File: src/rtl/mem_access_ctrl_if.sv
`timescale 1ns/1ps
// mem_access_ctrl_if: requester, response and memory-side signals of the access controller.
// Latency: none, wiring only.
// Backpressure: carries req_valid/req_ready and rsp_valid/rsp_ready handshakes unchanged.
interface mem_access_ctrl_if #(
    parameter int DATA_WIDTH = 32
);
    // requester -> controller command
    logic                  req_valid_i;
    logic                  req_ready_o;
    logic                  req_we_i;
    logic                  req_sel_i;
    logic [DATA_WIDTH-1:0] req_addr_i;
    logic [DATA_WIDTH-1:0] req_wdata_i;

    // controller -> requester response
    logic                  rsp_valid_o;
    logic                  rsp_ready_i;
    logic [DATA_WIDTH-1:0] rsp_data_o;
    logic                  rsp_err_o;

    // controller <-> memory (RAM/ROM behind an external select mux)
    logic                  mem_we_o;
    logic                  mem_sel_o;
    logic [DATA_WIDTH-1:0] mem_addr_o;
    logic [DATA_WIDTH-1:0] mem_wdata_o;
    logic [DATA_WIDTH-1:0] mem_rdata_i;

    // controller side
    modport slave (
        input  req_valid_i, req_we_i, req_sel_i, req_addr_i, req_wdata_i,
        input  rsp_ready_i, mem_rdata_i,
        output req_ready_o, rsp_valid_o, rsp_data_o, rsp_err_o,
        output mem_we_o, mem_sel_o, mem_addr_o, mem_wdata_o
    );

    // requester plus memory side
    modport master (
        output req_valid_i, req_we_i, req_sel_i, req_addr_i, req_wdata_i,
        output rsp_ready_i, mem_rdata_i,
        input  req_ready_o, rsp_valid_o, rsp_data_o, rsp_err_o,
        input  mem_we_o, mem_sel_o, mem_addr_o, mem_wdata_o
    );
endinterface

File: src/rtl/mem_access_ctrl.sv
`timescale 1ns/1ps
// mem_access_ctrl: single-outstanding command sequencer in front of a RAM/ROM pair.
// Latency: error 1 cycle, RAM write 2 cycles, read RD_LAT+1 cycles from accept edge to rsp_valid_o.
// Backpressure: response held in RESP until rsp_ready_i; req_ready_o only in IDLE, no bypass.
module mem_access_ctrl #(
    parameter int DATA_WIDTH = 32,
    parameter int RD_LAT     = 1     // legal range 1..7
) (
    input  logic             clk,
    input  logic             rst,
    mem_access_ctrl_if.slave bus
);

    typedef enum logic [1:0] {
        IDLE  = 2'd0,
        WRITE = 2'd1,
        READ  = 2'd2,
        RESP  = 2'd3
    } state_t;

    // READ occupies RD_LAT cycles; the counter runs 0..RD_LAT-1 and the
    // memory data is captured on the edge that ends the last of them.
    localparam logic [2:0] LP_CNT_LAST = 3'(RD_LAT - 1);

    state_t                r_state;
    state_t                w_state_nxt;
    logic [2:0]            r_cnt;
    logic [2:0]            w_cnt_nxt;

    // memory-side command registers; they keep their value in IDLE/RESP
    logic                  r_mem_sel;
    logic [DATA_WIDTH-1:0] r_mem_addr;
    logic [DATA_WIDTH-1:0] r_mem_wdata;

    // response registers
    logic                  r_rsp_err;
    logic [DATA_WIDTH-1:0] r_rsp_data;

    // one-cycle strobes from the next-state logic
    logic                  w_load_cmd;
    logic                  w_rsp_wr;
    logic                  w_rsp_err;
    logic                  w_rsp_rd;

    // Next-state and strobe decode; request inputs only looked at in IDLE,
    // rsp_ready_i only in RESP.
    always_comb begin
        w_state_nxt = r_state;
        w_cnt_nxt   = r_cnt;
        w_load_cmd  = 1'b0;
        w_rsp_wr    = 1'b0;
        w_rsp_err   = 1'b0;
        w_rsp_rd    = 1'b0;
        case (r_state)
            IDLE: begin
                if (bus.req_valid_i) begin
                    if (bus.req_we_i && bus.req_sel_i) begin
                        // ROM write: reject without touching the memory port
                        w_state_nxt = RESP;
                        w_rsp_err   = 1'b1;
                    end else if (bus.req_we_i) begin
                        w_state_nxt = WRITE;
                        w_load_cmd  = 1'b1;
                    end else begin
                        w_state_nxt = READ;
                        w_load_cmd  = 1'b1;
                        w_cnt_nxt   = 3'd0;
                    end
                end
            end
            WRITE: begin
                w_state_nxt = RESP;
                w_rsp_wr    = 1'b1;
            end
            READ: begin
                if (r_cnt == LP_CNT_LAST) begin
                    w_state_nxt = RESP;
                    w_rsp_rd    = 1'b1;
                    w_cnt_nxt   = 3'd0;
                end else begin
                    w_cnt_nxt   = r_cnt + 3'd1;
                end
            end
            RESP: begin
                if (bus.rsp_ready_i) begin
                    w_state_nxt = IDLE;
                end
            end
            default: begin
                w_state_nxt = IDLE;
                w_cnt_nxt   = 3'd0;
            end
        endcase
    end

    // State and read-latency counter registers.
    always_ff @(posedge clk or posedge rst) begin
        if (rst) begin
            r_state <= IDLE;
            r_cnt   <= 3'd0;
        end else begin
            r_state <= w_state_nxt;
            r_cnt   <= w_cnt_nxt;
        end
    end

    // Capture the accepted command; these drive the memory port directly.
    always_ff @(posedge clk or posedge rst) begin
        if (rst) begin
            r_mem_sel   <= 1'b0;
            r_mem_addr  <= '0;
            r_mem_wdata <= '0;
        end else if (w_load_cmd) begin
            r_mem_sel   <= bus.req_sel_i;
            r_mem_addr  <= bus.req_addr_i;
            r_mem_wdata <= bus.req_wdata_i;
        end
    end

    // Build the response; it is frozen for the whole RESP residency.
    always_ff @(posedge clk or posedge rst) begin
        if (rst) begin
            r_rsp_err  <= 1'b0;
            r_rsp_data <= '0;
        end else if (w_rsp_err) begin
            r_rsp_err  <= 1'b1;
            r_rsp_data <= '0;
        end else if (w_rsp_wr) begin
            r_rsp_err  <= 1'b0;
            r_rsp_data <= '0;
        end else if (w_rsp_rd) begin
            r_rsp_err  <= 1'b0;
            r_rsp_data <= bus.mem_rdata_i;
        end
    end

    // Ready is masked by rst so it reads 0 during reset although the FSM sits in IDLE.
    assign bus.req_ready_o = (r_state == IDLE) && !rst;
    assign bus.rsp_valid_o = (r_state == RESP);
    assign bus.rsp_err_o   = r_rsp_err;
    assign bus.rsp_data_o  = r_rsp_data;

    // Write enable decoded from state so async reset drops it immediately.
    assign bus.mem_we_o    = (r_state == WRITE);
    assign bus.mem_sel_o   = r_mem_sel;
    assign bus.mem_addr_o  = r_mem_addr;
    assign bus.mem_wdata_o = r_mem_wdata;

    // A stalled response must not change underneath the requester.
    a_rsp_stable: assert property (@(posedge clk) disable iff (rst)
        (bus.rsp_valid_o && !bus.rsp_ready_i) |=> ($stable(bus.rsp_data_o) && $stable(bus.rsp_err_o)));

    // A write strobe never lasts more than one cycle.
    a_we_pulse: assert property (@(posedge clk) disable iff (rst)
        bus.mem_we_o |=> !bus.mem_we_o);

    // The memory address cannot move while a read is in flight.
    a_rd_addr_hold: assert property (@(posedge clk) disable iff (rst)
        (r_state == READ) |=> $stable(bus.mem_addr_o) && $stable(bus.mem_sel_o));

endmodule

File: src/flat_wrapper.sv
// flat-port wrapper written by rule: the top's interface ports become plain ports
module mem_access_ctrl_flat 
#(
    parameter int DATA_WIDTH = 32,
    parameter int RD_LAT     = 1                        
)
  (clk, rst, bus_req_valid_i, bus_req_we_i, bus_req_sel_i, bus_req_addr_i, bus_req_wdata_i, bus_rsp_ready_i, bus_mem_rdata_i, bus_req_ready_o, bus_rsp_valid_o, bus_rsp_data_o, bus_rsp_err_o, bus_mem_we_o, bus_mem_sel_o, bus_mem_addr_o, bus_mem_wdata_o);
  mem_access_ctrl_if #(.DATA_WIDTH(DATA_WIDTH)) bus_i ();
  input  logic clk;
  input  logic rst;
  input wire logic [$bits(bus_i.req_valid_i)-1:0] bus_req_valid_i;
  input wire logic [$bits(bus_i.req_we_i)-1:0] bus_req_we_i;
  input wire logic [$bits(bus_i.req_sel_i)-1:0] bus_req_sel_i;
  input wire logic [$bits(bus_i.req_addr_i)-1:0] bus_req_addr_i;
  input wire logic [$bits(bus_i.req_wdata_i)-1:0] bus_req_wdata_i;
  input wire logic [$bits(bus_i.rsp_ready_i)-1:0] bus_rsp_ready_i;
  input wire logic [$bits(bus_i.mem_rdata_i)-1:0] bus_mem_rdata_i;
  output wire logic [$bits(bus_i.req_ready_o)-1:0] bus_req_ready_o;
  output wire logic [$bits(bus_i.rsp_valid_o)-1:0] bus_rsp_valid_o;
  output wire logic [$bits(bus_i.rsp_data_o)-1:0] bus_rsp_data_o;
  output wire logic [$bits(bus_i.rsp_err_o)-1:0] bus_rsp_err_o;
  output wire logic [$bits(bus_i.mem_we_o)-1:0] bus_mem_we_o;
  output wire logic [$bits(bus_i.mem_sel_o)-1:0] bus_mem_sel_o;
  output wire logic [$bits(bus_i.mem_addr_o)-1:0] bus_mem_addr_o;
  output wire logic [$bits(bus_i.mem_wdata_o)-1:0] bus_mem_wdata_o;
  assign bus_i.req_valid_i = bus_req_valid_i;
  assign bus_i.req_we_i = bus_req_we_i;
  assign bus_i.req_sel_i = bus_req_sel_i;
  assign bus_i.req_addr_i = bus_req_addr_i;
  assign bus_i.req_wdata_i = bus_req_wdata_i;
  assign bus_i.rsp_ready_i = bus_rsp_ready_i;
  assign bus_i.mem_rdata_i = bus_mem_rdata_i;
  assign bus_req_ready_o = bus_i.req_ready_o;
  assign bus_rsp_valid_o = bus_i.rsp_valid_o;
  assign bus_rsp_data_o = bus_i.rsp_data_o;
  assign bus_rsp_err_o = bus_i.rsp_err_o;
  assign bus_mem_we_o = bus_i.mem_we_o;
  assign bus_mem_sel_o = bus_i.mem_sel_o;
  assign bus_mem_addr_o = bus_i.mem_addr_o;
  assign bus_mem_wdata_o = bus_i.mem_wdata_o;
  mem_access_ctrl #(.DATA_WIDTH(DATA_WIDTH), .RD_LAT(RD_LAT)) u_core (.clk(clk), .rst(rst), .bus(bus_i));
endmodule
File: config.mk
export PLATFORM = sky130hd
export DESIGN_NAME = mem_access_ctrl_flat
export DESIGN_NICKNAME = d
export VERILOG_FILES = /design/src/rtl/mem_access_ctrl_if.sv /design/src/rtl/mem_access_ctrl.sv /design/src/flat_wrapper.sv
export SDC_FILE = /design/constraint.sdc
export NUM_CORES = 1
export LEC_CHECK = 0
export ABC_AREA = 1
export CORE_MARGIN = 2
export CORE_UTILIZATION = 42
export DETAILED_ROUTE_END_ITERATION = 12
export GPL_TIMING_DRIVEN = 0
export PLACE_DENSITY = 0.8
export REMOVE_ABC_BUFFERS = 1
export SLEW_MARGIN = 20
export SYNTH_ARGS = -nofsm -noshare
export SYNTH_HDL_FRONTEND = slang
export SYNTH_SLANG_ARGS = --single-unit
File: constraint.sdc
create_clock -name clk -period 4.9 [get_ports clk]
set_clock_uncertainty 0.1 [all_clocks]
set_input_delay 0.98 -clock clk [delete_from_list [all_inputs] [get_ports clk]]
set_output_delay 0.98 -clock clk [all_outputs]
set_load 0.02 [all_outputs]
Yosys cells after proc, flatten, opt, wreduce, memory -nomap -nowiden
Cells that the tools add are included.
- register bits after elaboration: 103
- word-level logic and storage cells: 51
- output and inout port bits: 101
- muxes and demuxes: 26
- add/sub/neg operators: 1
- equal/unequal tests: 8
- reduce and logical (&&, ||, !) cells: 9
- operators with widths (operator ; number):
    $mux W32 ; 3
    $mux W1 ; 12
    $mux W3 ; 4
    $mux W2 ; 5
    $ne A2 B2 Y1 const B ; 4
    $pmux W2 S4 ; 1
    $pmux W3 S2 ; 1
    $eq A2 B2 Y1 const B ; 2
    $reduce_and A4 Y1 ; 1
    $add A3 B1 Y3 const B ; 1
    $logic_not A3 Y1 ; 1
    $reduce_and A3 Y1 ; 1
    $reduce_bool A3 Y1 ; 1
    $eq A2 B1 Y1 const B ; 1
    $logic_and A1 B1 Y1 ; 2
    $logic_not A2 Y1 ; 1
    $ne A2 B1 Y1 const B ; 1
    $reduce_bool A2 Y1 ; 1
    $logic_not A1 Y1 ; 1

Logic depth before layout (Yosys ltp)
Gate-level depths: netlist of the first run.
- depth after elaboration: 6
- depth in mapped cells: 8
- depth with buffers taken out: 8

Worst setup path after synthesis of the first run
Ideal clock, no wire load.
- path type: input -> output
- start point: input rst
- end point: output bus_req_ready_o
- arrival: 1.273 ns
- cell stages on the path: 1
- slack: 2.547 ns
- required time: 3.820 ns
- cells stage by stage: nor2_1
- longest elaborated chain between the ends: 2
- ends and longest elaborated chain (what ; line ; source):
    start, declared ; flat_wrapper.sv:10 ; input logic rst;
    $logic_not A1 Y1 (no source line) ; - ;
    $logic_and A1 B1 Y1 ; mem_access_ctrl.sv:138 ; assign bus.req_ready_o = (r_state == IDLE) && !rst;
    end, declared ; flat_wrapper.sv:18 ; output wire logic [$bits(bus_i.req_ready_o)-1:0] bus_req_ready_o;
Every way passes these cells.

Final worst setup path of the first run
Same ends and word-level chain as after synthesis.

==> results.md, run 1 <==
- Width of the die: 109 um
- Pwr per Cell Area: 617 nW/um^2
- Worst-path fanout max: 2
- Max-cap viol count: 0
- DR vias/cell: 4.61
- Vias in the first global route: 3,689
- Distinct cells, synth: 19
- Hold path start: u_core.bus.mem_addr_o[19]
- Crit path DAT: 2.20 ns
- CTS tree: done
- Port bufs: 202
- Proportion of netlist area held by the largest area contributor: 56.0%
- Final Worst Setup Slack: 1.62 ns
- CORE AREA: 10,700 um^2
- Ys flop type: dfrtp_1
- Post-CTS setup buffers: 0
- CTS Root Cell: clkbuf_8
- WP depth: 3
- Die area: 11,800 um^2
- Drt total wl: 11,200 um
- CP startpoint: rst
- Min-delay worst type: flop to flop
- Sequential Area: 2580 um^2
- Routed Antenna Nets: 0
- Final Hold Viols: 0
- # setup viols final: 0
- Dpl hpwl: 8180 um
- Buffer levels on the longest clock path: 2
- EDFF count, synth: 0
- Most frequent cell after synthesis: nand2_1
- Gr usage total: 18.8%
- Detail-routed net length per standard cell: 13.1 um
- FILL cells: 887
- DR pass1 iterations: 4
- Leakage Power: 3.40 nW
- Synth top cells by count: nand2_1, dfrtp_1, inv_1
- Residual DRC count: 0
- Initial core utilization: 42.9%
- Htree depth: 3
- Setup WS pre-CTS: 1.62 ns
- CTS Buf Count: 9
- Crit path max-delay family: buffers and inverters
- Status: completed
- Post-Syn Area: 4600 um^2
- Startpoint Class: input pin
- Placer congestion estimate: 0.780
- Cells after synthesis: 524
- Die Span Y: 109 um
- Vias: 3,947
- First-pass GRT wire length: 17,800 um
- Peak supply drop: 304 uV
- Final net count: 820
- Sequential fraction of the synthesis area: 56.0%
- WHS Path Cells: 2
- R2R depth: 7
- RSZ-0062 raised after global routing: false
- Clk slew on worst S/H paths: 0.09 ns
- Tmin final: 3.28 ns
- Register bit total from synthesis: 103
- Period utilisation layout: 66.9%
- Headroom to the max-slew limit: 34.2%
- Largest net degree at the start of global routing: 80
- Initial antenna violation count: 0
- Clk_lat worst skew: 0.35 ns
- CP most frequent cell: clkdlybuf4s50_1
- Sink Count: 103
- Post-synthesis async set-or-reset flop share: 100%
- Kind of critical path: input pin to primary output
- Synth-to-Final Area Change: 48.9%
- Avg Inst Size Synth: 8.79 um^2
- Slowest CP cell: clkdlybuf4s50_1
- Grt ovf: 0
- Share of cells above drive strength 1: 3.35%
- Worst Path Buf+Inv: 2
- Io pins: 203
- Critical Path RT: 3.82 ns
- Initial detailed-routing violation count: 284
- Slew Limit Fails: 0
- Synth area leaders: dfrtp_1, nand2_1, o21ai_0, inv_1, nand3b_1
- CTS Hold Bufs: 0
- Worst-path cell chain: clkdlybuf4s50_1 -> nor2_1 -> clkdlybuf4s50_1
- Crit end category: primary output
- F_max: 305 MHz
- Total power: 4.23 mW
- Resized cells post-CTS: 0
- Row count: 38
- Yosys warning total: 0
- Worst slew pin tran: 0.986 ns
- Synth area leader: dfrtp_1
- Reg2Reg Launch Point: u_core.r_state[1]
- Max incr delay on CP: 0.60 ns
- Multi-input gate area: 1510 um^2
- Antenna diodes: 0
==> sequential cells by signal, indices dropped and copies added, names as in the netlist <==
| name | count |
|---|---|
| u_core.bus.mem_addr_o | 32 |
| u_core.bus.mem_wdata_o | 32 |
| u_core.bus.rsp_data_o | 32 |
| u_core.r_cnt | 3 |
| u_core.r_state | 2 |
| u_core.bus.mem_sel_o | 1 |
| u_core.bus.rsp_err_o | 1 |
==> path summary, 6_finish.rpt <==
path | end | slack, ns
max reg2reg | u_core.bus.rsp_data_o[18] | 1.96
min reg2reg | u_core.bus.mem_addr_o[19] | 0.39
max | bus_req_ready_o | 1.62
min in group asynchronous | u_core.bus.rsp_err_o | 0.91
max in group asynchronous | u_core.bus.mem_addr_o[7] | 3.16
min | u_core.bus.mem_addr_o[19] | 0.39
==> report_power, final <==
part           switching (mW)  leakage [nW]  internal [mW]
clock                   0.296        0.0993          0.253
combinational            1.26          2.00          0.990
sequential              0.203          1.30           1.23
total                    1.76          3.40           2.47
==> per-stage QoR <==
step | util (%) | cell area (um^2) | TNS, ns | instances | hold WS (ns)
floorplan | - | 4380 | 0 | 496 | 0.370
detailed placement | 61.9 | 6650 | 0 | 840 | 0.360
global placement | 61.2 | 6580 | -34.30 | 838 | 0.358
finish | 63.8 | 6850 | 0 | 856 | 0.393
global route | 63.8 | 6850 | 0 | 856 | 0.403
CTS | 63.8 | 6850 | 0 | 856 | 0.385
==> cell type report <==
class | count | area share, %
flip-flops and latches | 103 | 37.6
repair buffers | 204 | 30.2
multi-input cells | 310 | 22.0
well taps | 140 | 2.56
clock buffers | 10 | 2.01
inverters | 83 | 4.62
clock inverters | 6 | 0.986
==> metal layers <==
| metal | part of all wire [%] | GRT usage [%] | wire length, um | vias to the layer above |
|---|---|---|---|---|
| met5 | 0 | 0 | 0 | - |
| met4 | 0.61 | 5.40 | 68 | 0 |
| met3 | 8.8 | 4.48 | 988 | 5 |
| met2 | 47 | 30.5 | 5270 | 145 |
| met1 | 43 | 25.3 | 4860 | 1797 |
| li1 | - | - | - | 2000 |
==> worst min-delay path, delay by kind of cell, from the launching register on <==
kind	cells	cell delay, ns
AO/OA/AOI/OAI	1	0.06
flip-flops	1	0.35
AND/OR/NAND/NOR	1	0.05
==> kinds of logic (layout without fill, tap and decap cells) <==
logic type	count (synthesis)	after routing	share of synthesized area [%]
simple gates	231	231	22.7
compound gates	72	72	7.83
flops	103	103	56.0
buf+inv	111	303	11.6
fa+ha+maj	7	7	1.90
==> layout by cell type (no fill, tap or decap), types with 2 or more instances in the layout <==
master / netlist / routed
a21oi_1: 3 / 3
clkbuf_8: 0 / 10
clkdlybuf4s50_1: 0 / 202
clkinvlp_4: 0 / 2
dfrtp_1: 103 / 103
ha_1: 7 / 7
inv_1: 81 / 80
inv_6: 0 / 3
nand2_1: 159 / 159
nand3_1: 34 / 34
nand3b_1: 30 / 30
nor2_1: 4 / 4
o21ai_0: 65 / 65
o21ai_1: 4 / 4
(Power assumes the default switching activity.)
==> inputs of run 2 (changes only) <==
clock period = 3.1 ns   (was 4.9 ns; I/O delays follow)
==> run 2 against run 1 <==
Count of clock-buffer cells in the layout stayed put. Register-to-register slack got worse by 1.6 ns. Hold slack worse by 0.0011 ns. Non-clock buffer count unchanged. Combinational power up 58%. Global-route usage is the same. Critical endpoint is now u_core.bus.rsp_data_o[20].
==> results.md, run 2 (synthesized netlist as in run 1, its figures left out) <==
- Slowest CP cell: nand2_2 (was clkdlybuf4s50_1)
- RSZ-0062 raised after global routing: false (unchanged)
- Final Cell Area: 6860 um^2 (was 6850 um^2)
- Resized cells post-CTS: 0 (unchanged)
- Peak supply drop: 481 uV (was 304 uV)
- Worst Path Buf+Inv: 3 (was 2)
- Cell Area, Placed: 6650 um^2 (unchanged)
- Dpl hpwl: 8180 um (unchanged)
- Initial core utilization: 42.9% (unchanged)
- Leakage Power: 3.40 nW (about the same)
- Critical Path RT: 3.23 ns (was 3.82 ns)
- CORE AREA: 10,700 um^2 (unchanged)
- Status: completed (unchanged)
- Die area: 11,800 um^2 (unchanged)
- Max incr delay on CP: 0.58 ns (was 0.60 ns)
- Port bufs: 202 (unchanged)
- Placer congestion estimate: 0.780 (unchanged)
- Htree depth: 3 (unchanged)
- Gr usage total: 18.8% (unchanged)
- Grt ovf: 0 (unchanged)
- Final Worst Setup Slack: 0.407 ns (was 1.62 ns)
- Io pins: 203 (unchanged)
- CTS Root Cell: clkbuf_8 (unchanged)
- Width of the die: 109 um (unchanged)
- Tmin final: 2.69 ns
- CTS Buf Count: 9 (unchanged)
- Final Hold Viols: 0 (unchanged)
- Commonest non-fill, non-tap cell in the layout: clkdlybuf4s50_1 (unchanged)
- Setup TNS: 0 ns (unchanged)
- Min-delay worst type: flop to flop (unchanged)
- Final core utilization: 63.8% (about the same)
- Detail-routed net length per standard cell: 13.1 um (about the same)
- F_max: 371 MHz
- Pwr per Cell Area: 975 nW/um^2 (was 617 nW/um^2)
- Antenna diodes: 0 (unchanged)
- FILL cells: 886 (was 887)
- Crit path DAT: 2.82 ns (was 2.20 ns)
- Startpoint Class: flop (was input pin)
- Residual DRC count: 0 (unchanged)
- CTS Hold Bufs: 0 (unchanged)
- Headroom to the max-slew limit: 44.3% (was 34.2%)
- Post-CTS setup buffers: 0 (unchanged)
- Max-cap viol count: 0 (unchanged)
- Most frequent cells in the layout: clkdlybuf4s50_1, nand2_1, dfrtp_1 (unchanged)
- DR vias/cell: 4.63 (was 4.61)
- Drt total wl: 11,200 um (about the same)
- Synth-to-Final Area Change: 48.9% (about the same)
- Final net count: 820 (unchanged)
- CTS tree: done (unchanged)
- Kind of critical path: flop to flop (was input pin to primary output)
- DR pass1 iterations: 5 (was 4)
- Vias: 3,962 (was 3,947)
- Crit end category: flop (was primary output)
- Sink Count: 103 (unchanged)
- Clk slew on worst S/H paths: 0.10 ns (was 0.09 ns)
- Worst-path fanout max: 32 (was 2)
- Hold WS: 0.392 ns (was 0.393 ns)
- Worst-path cell chain: inv_1 -> ha_1 -> clkinvlp_4 -> nand2_2 -> inv_2 -> nand3_1 -> nand2_1 (was clkdlybuf4s50_1 -> nor2_1 -> clkdlybuf4s50_1)
- # setup viols final: 0 (unchanged)
- Setup WS pre-CTS: 0.228 ns (was 1.62 ns)
- Row count: 38 (unchanged)
- Crit path max-delay family: buffers and inverters (unchanged)
- Die Span Y: 109 um (unchanged)
- Period utilisation layout: 86.9%
- Initial antenna violation count: 0 (unchanged)
- Share of cells above drive strength 1: 3.49% (was 3.35%)
- Routed Antenna Nets: 0 (unchanged)
- Buffer levels on the longest clock path: 2 (unchanged)
- First-pass GRT wire length: 17,800 um (unchanged)
- Worst slew pin tran: 0.834 ns (was 0.986 ns)
- Clk_lat worst skew: 0.36 ns (was 0.35 ns)
- Slew Limit Fails: 0 (unchanged)
- Largest net degree at the start of global routing: 80 (unchanged)
- Initial detailed-routing violation count: 284 (unchanged)
- Vias in the first global route: 3,689 (unchanged)
==> run 2: cell count changes in the layout (fill, tap and decap cells not counted), sizes merged <==
cell | before | now
inv | 84 | 83
clkinvlp | 2 | 3
==> run 2: per-layer routing <==
layer  global-route usage [%]  share of wire (%)
met1                     25.3                 44
met2                     30.5                 46
met3                     4.48                9.2
met4                     5.40               0.78
met5                        0                  0
==> run 2: cell type report <==
cell class / instances / area [um^2] / share of cell area, %
inverter: 83 / 320 / 4.67
sequential: 103 / 2580 / 37.6
clock buffer: 10 / 138 / 2.01
clock inverter: 6 / 67.6 / 0.985
timing repair buffer: 204 / 2070 / 30.2
multi-input combinational: 310 / 1510 / 22.0
tap: 140 / 175 / 2.55
==> run 2: metrics by stage <==
| stage | std cells | power, mW |
|---|---|---|
| 2_1_floorplan | 496 | 4.16 |
| 3_3_place_gp | 838 | 5.73 |
| 3_5_place_dp | 840 | 5.87 |
| 4_1_cts | 856 | 6.75 |
| 5_1_grt | 856 | 7.19 |
| 6_report | 856 | 6.69 |
==> run 2: worst register-to-register path: stages (launching register included) <==
cell	delay [ns]
dfrtp_1	0.43
inv_1	0.12
ha_1	0.23
clkinvlp_4	0.48
nand2_2	0.59
inv_2	0.37
nand3_1	0.16
nand2_1	0.08
==> run 2: power by group <==
group | total (mW) | internal (mW) | switching, mW
registers | 2.26 | 1.94 | 0.320
clock network | 0.869 | 0.400 | 0.469
logic | 3.56 | 1.56 | 1.99
total | 6.69 | 3.91 | 2.78
==> run 2: path summary, 6_finish.rpt <==
check / start / end / slack [ns] / depth (start not counted)
worst min register to register: u_core.bus.rsp_err_o / u_core.bus.rsp_err_o / 0.39 / 2
worst max-delay path: u_core.r_state[1] / u_core.bus.rsp_data_o[20] / 0.41 / 7
worst min-delay path: u_core.bus.rsp_err_o / u_core.bus.rsp_err_o / 0.39 / 2
min in group asynchronous: rst / u_core.bus.rsp_err_o / 0.55 / 2
worst max register to register: u_core.r_state[1] / u_core.bus.rsp_data_o[20] / 0.41 / 7
max in group asynchronous: rst / u_core.bus.mem_addr_o[7] / 1.72 / 3
==> RTL edit 1, RTL diff (config.mk and constraints of run 2) <==
`DATA_WIDTH` is set to 32 in 3 places; all go to 24.
--- a/src/rtl/mem_access_ctrl_if.sv
+++ b/src/rtl/mem_access_ctrl_if.sv
@@ -3,7 +3,7 @@
 // Latency: none, wiring only.
 // Backpressure: carries req_valid/req_ready and rsp_valid/rsp_ready handshakes unchanged.
 interface mem_access_ctrl_if #(
-    parameter int DATA_WIDTH = 32
+    parameter int DATA_WIDTH = 24
 );
     // requester -> controller command
     logic                  req_valid_i;
--- a/src/rtl/mem_access_ctrl.sv
+++ b/src/rtl/mem_access_ctrl.sv
@@ -3,7 +3,7 @@
 // Latency: error 1 cycle, RAM write 2 cycles, read RD_LAT+1 cycles from accept edge to rsp_valid_o.
 // Backpressure: response held in RESP until rsp_ready_i; req_ready_o only in IDLE, no bypass.
 module mem_access_ctrl #(
-    parameter int DATA_WIDTH = 32,
+    parameter int DATA_WIDTH = 24,
     parameter int RD_LAT     = 1     // legal range 1..7
 ) (
     input  logic             clk,
--- a/src/flat_wrapper.sv
+++ b/src/flat_wrapper.sv
@@ -1,7 +1,7 @@
 // flat-port wrapper written by rule: the top's interface ports become plain ports
 module mem_access_ctrl_flat 
 #(
-    parameter int DATA_WIDTH = 32,
+    parameter int DATA_WIDTH = 24,
     parameter int RD_LAT     = 1                        
 )
   (clk, rst, bus_req_valid_i, bus_req_we_i, bus_req_sel_i, bus_req_addr_i, bus_req_wdata_i, bus_rsp_ready_i, bus_mem_rdata_i, bus_req_ready_o, bus_rsp_valid_o, bus_rsp_data_o, bus_rsp_err_o, bus_mem_we_o, bus_mem_sel_o, bus_mem_addr_o, bus_mem_wdata_o);
Ports: changed (6 resized); port bits go from 203 to 155. The function was not compared with the original's and may differ.
==> RTL edit 1 against run 2 <==
- design area is 22% lower
- critical endpoint is now bus_req_ready_o
- sequential cell count is 24 lower
- routed wire length is 24% lower
- combinational power is 20% lower
- synthesized cell count is 21% lower
- area after synthesis is 23% lower
- largest power group unchanged
- power is 20% lower
- worst setup slack better by 0.048 ns
==> RTL edit 1: results (changes against run 2) <==
worst stage delay on the critical path=0.60 ns (+0.02 ns); syn avg cell area=8.57 um2 (-2.4%); Hold WS=0.381 ns (-0.0106 ns); synth top area cells=dfrtp_1, nand2_1, o21ai_1, inv_1, nand3b_1; Routed WL per cell=12.7 um (-2.8%); Placer Congestion=0.763 (-2.2%); Worst path slowest cell=clkdlybuf4s50_1; fin cells=671 (-22%); total number of vias=3137 (-21%); Least-Margin Pin Slew=0.487 ns (-0.347 ns); Post-synth EDFFs=0 (unchanged); first-pass GRT wire length=13.2 mm (-26%); Hold Path Class=flop to flop; met2 Resource Use GR=33.0% (+2.4 points); Post-CTS Setup Inserts=0 (unchanged); CP Data Arrival Time=1.92 ns (-0.90 ns); Clock transition at path regs=0.08 ns (-0.02 ns); Unique masters post-synth=19 (unchanged); Worst-Skew Late Latency=0.34 ns (-0.02 ns); grt met3 use=4.54% (+0.059 points); placed inst area=5180 um2 (-22%); VDD IR max=0.498 mV (+3.6%); fin nets=646 (-21%); First DRT Iteration DRCs=74 (-74%); H-tree levels=3 (unchanged); DR pass1 iterations=4 (-1); largest net degree at the start of global routing=77 (-3.8%); Port Buffer Count=154 (-24%); Post-synth top cells=nand2_1, dfrtp_1, inv_1, o21ai_1, nand3_1; status=finished clean; Pleak=2.68 nW (-21%); placed cell count=655 (-22%); diode count=0 (unchanged); Synth async-reset ratio=100% (unchanged); Worst Path Max Fanout=4 (-88%); hpwl dp=6.34 mm (-22%); vias in the first global route=2929 (-21%); internal reg-to-reg setup slack=0.81 ns (+0.40 ns); Post-CTS Resized=0 (unchanged); layout cells sized above 1=4.42% (+0.93 points); GRT met1 Usage=21.4% (-3.9 points); Seq/Total Area, Yosys=55.8% (-0.15 points); Tot GR Track Use=18.5% (-0.37 points)
-- RTL edit 1: cell count changes after synthesis, moves of 5 or more --
cell / before / now
nand3b_1: 30 / 24
nand2_1: 159 / 126
buf_6: 14 / 3
o21ai_0: 65 / 2
clkbuf_1: 9 / 4
buf_2: 3 / 11
dfrtp_1: 103 / 79
nand3_1: 34 / 29
o21ai_1: 4 / 51
inv_1: 81 / 62
-- RTL edit 1: worst paths after layout --
path	depth (start not counted)	start	end
worst min register to register	2	u_core.bus.rsp_err_o$_DFFE_PP0P_	u_core.bus.rsp_err_o$_DFFE_PP0P_
min in group asynchronous	2	rst	u_core.r_state[0]$_DFFE_PP0P_
worst max register to register	7	u_core.r_state[1]$_DFFE_PP0P_	u_core.bus.rsp_data_o[7]$_DFFE_PP0P_
max in group asynchronous	3	rst	u_core.bus.mem_wdata_o[2]$_DFFE_PP0P_
worst max-delay path	5	u_core.r_state[0]$_DFFE_PP0P_	bus_req_ready_o
worst min-delay path	2	u_core.bus.rsp_err_o$_DFFE_PP0P_	u_core.bus.rsp_err_o$_DFFE_PP0P_
-- RTL edit 1: metrics by stage --
stage	setup WS, ns	total power [W]
floorplan	0.357	0.00332
global placement	-0.913	0.00455
detailed placement	0.570	0.00467
CTS	0.432	0.00542
global route	0.328	0.00575
finish	0.455	0.00536
-- RTL edit 1: cell families (layout without fill, tap and decap cells) --
| logic type | count (synthesis) | count (layout) | synth area share, % |
|---|---|---|---|
| adder cells (fa/ha/maj) | 7 | 7 | 2.47 |
| buffers and inverters | 87 | 240 | 10.5 |
| AND/OR/NAND/NOR | 186 | 186 | 23.6 |
| AO/OA/AOI/OAI | 54 | 54 | 7.63 |
| flip-flops | 79 | 79 | 55.8 |
-- RTL edit 1: cell type report --
type,instances,area (um2)
Fill cell,679,2810
Sequential cell,79,1980
Timing Repair Buffer,158,1620
Multi-Input combinational cell,247,1200
Inverter,66,250
Clock buffer,11,131
Tap cell,105,131
Clock inverter,5,58.8
-- RTL edit 1: report_power, final --
group	leakage [nW]	internal (W)	switching [W]
Sequential	0.997	0.00150	0.000258
Clock	0.0895	0.000373	0.000363
Combinational	1.59	0.00127	0.00159
-- RTL edit 1: critical path, delay by kind of cell (launching register included) --
family / cells / cell delay, ns
DFF: 1 / 0.42
and+or+nand+nor: 1 / 0.09
buffers and inverters: 3 / 0.81
adders and majority gates: 1 / 0.26
-- RTL edit 1: metal layers --
metal  vias to the layer above  routed length [um]
met2                       117                4210
met1                      1426                3460
li1                       1581                   -
met4                         0                 122
met3                        13                 721
met5                         -                   0
==> RTL edit 2, RTL diff (settings of run 2) <==
Made on the original files. The 4 states of `state_t` get a one-hot encoding in 4 bits.
--- a/src/rtl/mem_access_ctrl.sv
+++ b/src/rtl/mem_access_ctrl.sv
@@ -11,11 +11,11 @@
     mem_access_ctrl_if.slave bus
 );
 
-    typedef enum logic [1:0] {
-        IDLE  = 2'd0,
-        WRITE = 2'd1,
-        READ  = 2'd2,
-        RESP  = 2'd3
+    typedef enum logic [3:0] {
+        IDLE  = 4'b0001,
+        WRITE = 4'b0010,
+        READ  = 4'b0100,
+        RESP  = 4'b1000
     } state_t;
 
     // READ occupies RD_LAT cycles; the counter runs 0..RD_LAT-1 and the
Formal check against the unedited RTL: same outputs for any inputs over 4 cycles, from zero or initial values and one cycle with rst high; so few cycles prove little.
==> RTL edit 2 against run 2 <==
- register-to-register slack gained 0.52 ns
- combinational power fell by 13%
- worst setup slack better by 0.013 ns
- routed wire length grew 0.68%
- area after synthesis fell by 2.6%
- count of clock-buffer cells in the layout grew 1
- power down 7.4%
- design area fell by 1.1%
- sequential cell count grew 2
- first-iteration DRC count down 31%
- largest power group unchanged
==> RTL edit 2: results (changes against run 2) <==
vias per cell=4.73 (+2.2%); Critical R2R Capture=u_core.bus.rsp_data_o[6]$_DFFE_PP0P_; Worst path slowest cell=clkdlybuf4s50_1; placed inst area=6580 um2 (-1.1%); placed cell count=799 (-4.9%); met2 Resource Use GR=34.3% (+3.8 points); first-pass GRT wire length=18.6 mm (+4.2%); Sw Share=39.2% (-2.4 points); CTS sink count=105 (+1.9%); Layout fillers=821 (-7.3%); status=finished clean; Worst Setup EP=bus_req_ready_o; largest net degree at the start of global routing=54 (-33%); First DRT Iteration DRCs=196 (-31%); post-place setup slack=0.506 ns (+0.278 ns); Achievable Freq=0.373 GHz (+0.47%); GRT met1 Usage=24.5% (-0.84 points); Post-Route WL=11.3 mm (+0.68%); hold path start=u_core.bus.mem_wdata_o[27]$_DFFE_PP0P_; synth top area cells=dfrtp_1, nand2_1, inv_1, nand4_1, o21ai_2; grt met3 use=5.45% (+0.96 points); Seq pwr share=36.1% (+2.3 points); wl on met1=4.50 mm (-7.8%); internal reg-to-reg setup slack=0.93 ns (+0.52 ns); Top Metal Used=met4; Worst Path Max Fanout=5 (-84%); layout cells sized above 1=7.66% (+4.2 points); Placer Congestion=0.857 (+9.8%); CP delay by family, top=buffers and inverters; met2 wire length=5.55 mm (+7.2%); Relative slew margins=37.0% (-7.3 points); syn avg cell area=9.32 um2 (+6.1%); Hold WS=0.390 ns (-0.00186 ns); Post-synth top cells=nand2_1, dfrtp_1, inv_1, o21ai_0, nand4_1; Unique masters post-synth=24 (+5); r2r startpoint=u_core.r_cnt[0]$_DFFE_PP0P_; fin nets=778 (-5.1%); Pleak=3.33 nW (-2.1%); Met3 Wirelength=942 um (-8.8%); Seq/Total Area, Yosys=58.6% (+2.6 points); total number of vias=3855 (-2.7%); Critical Path Start=u_core.r_state[0]$_DFFE_PP1P_; worst stage delay on the critical path=0.60 ns (+0.02 ns); Synth async-reset ratio=100% (unchanged)
==> RTL edit 2: changes by cell type after synthesis, moves of 3 or more <==
cell and delta:
clkbuf_1 -6, inv_1 -5, buf_2 +5, o21ai_2 +20, nand2_1 -13, nand3b_1 -27
nand3_1 -28, o21ai_0 -33, nor2_4 +3, ha_1 -5, nand4_1 +31, o21ai_1 +11
==> RTL edit 2: cell families (layout without fill, tap and decap cells) <==
group,count (synthesis),count (layout),synth area share [%]
compound gates,71,71,9.60
fa+ha+maj,2,2,0.558
xor+xnor,1,1,0.195
simple gates,200,200,19.8
buf+inv,102,300,11.2
flops,105,105,58.6
==> RTL edit 2: final cells by class <==
cell class	count	area, um2	share of cell area (%)
flip-flops and latches	105	2630	38.7
clock buffers	11	151	2.23
well taps	136	170	2.51
repair buffers	208	2130	31.4
clock inverters	5	53.8	0.793
multi-input cells	274	1360	20.1
inverters	76	290	4.28
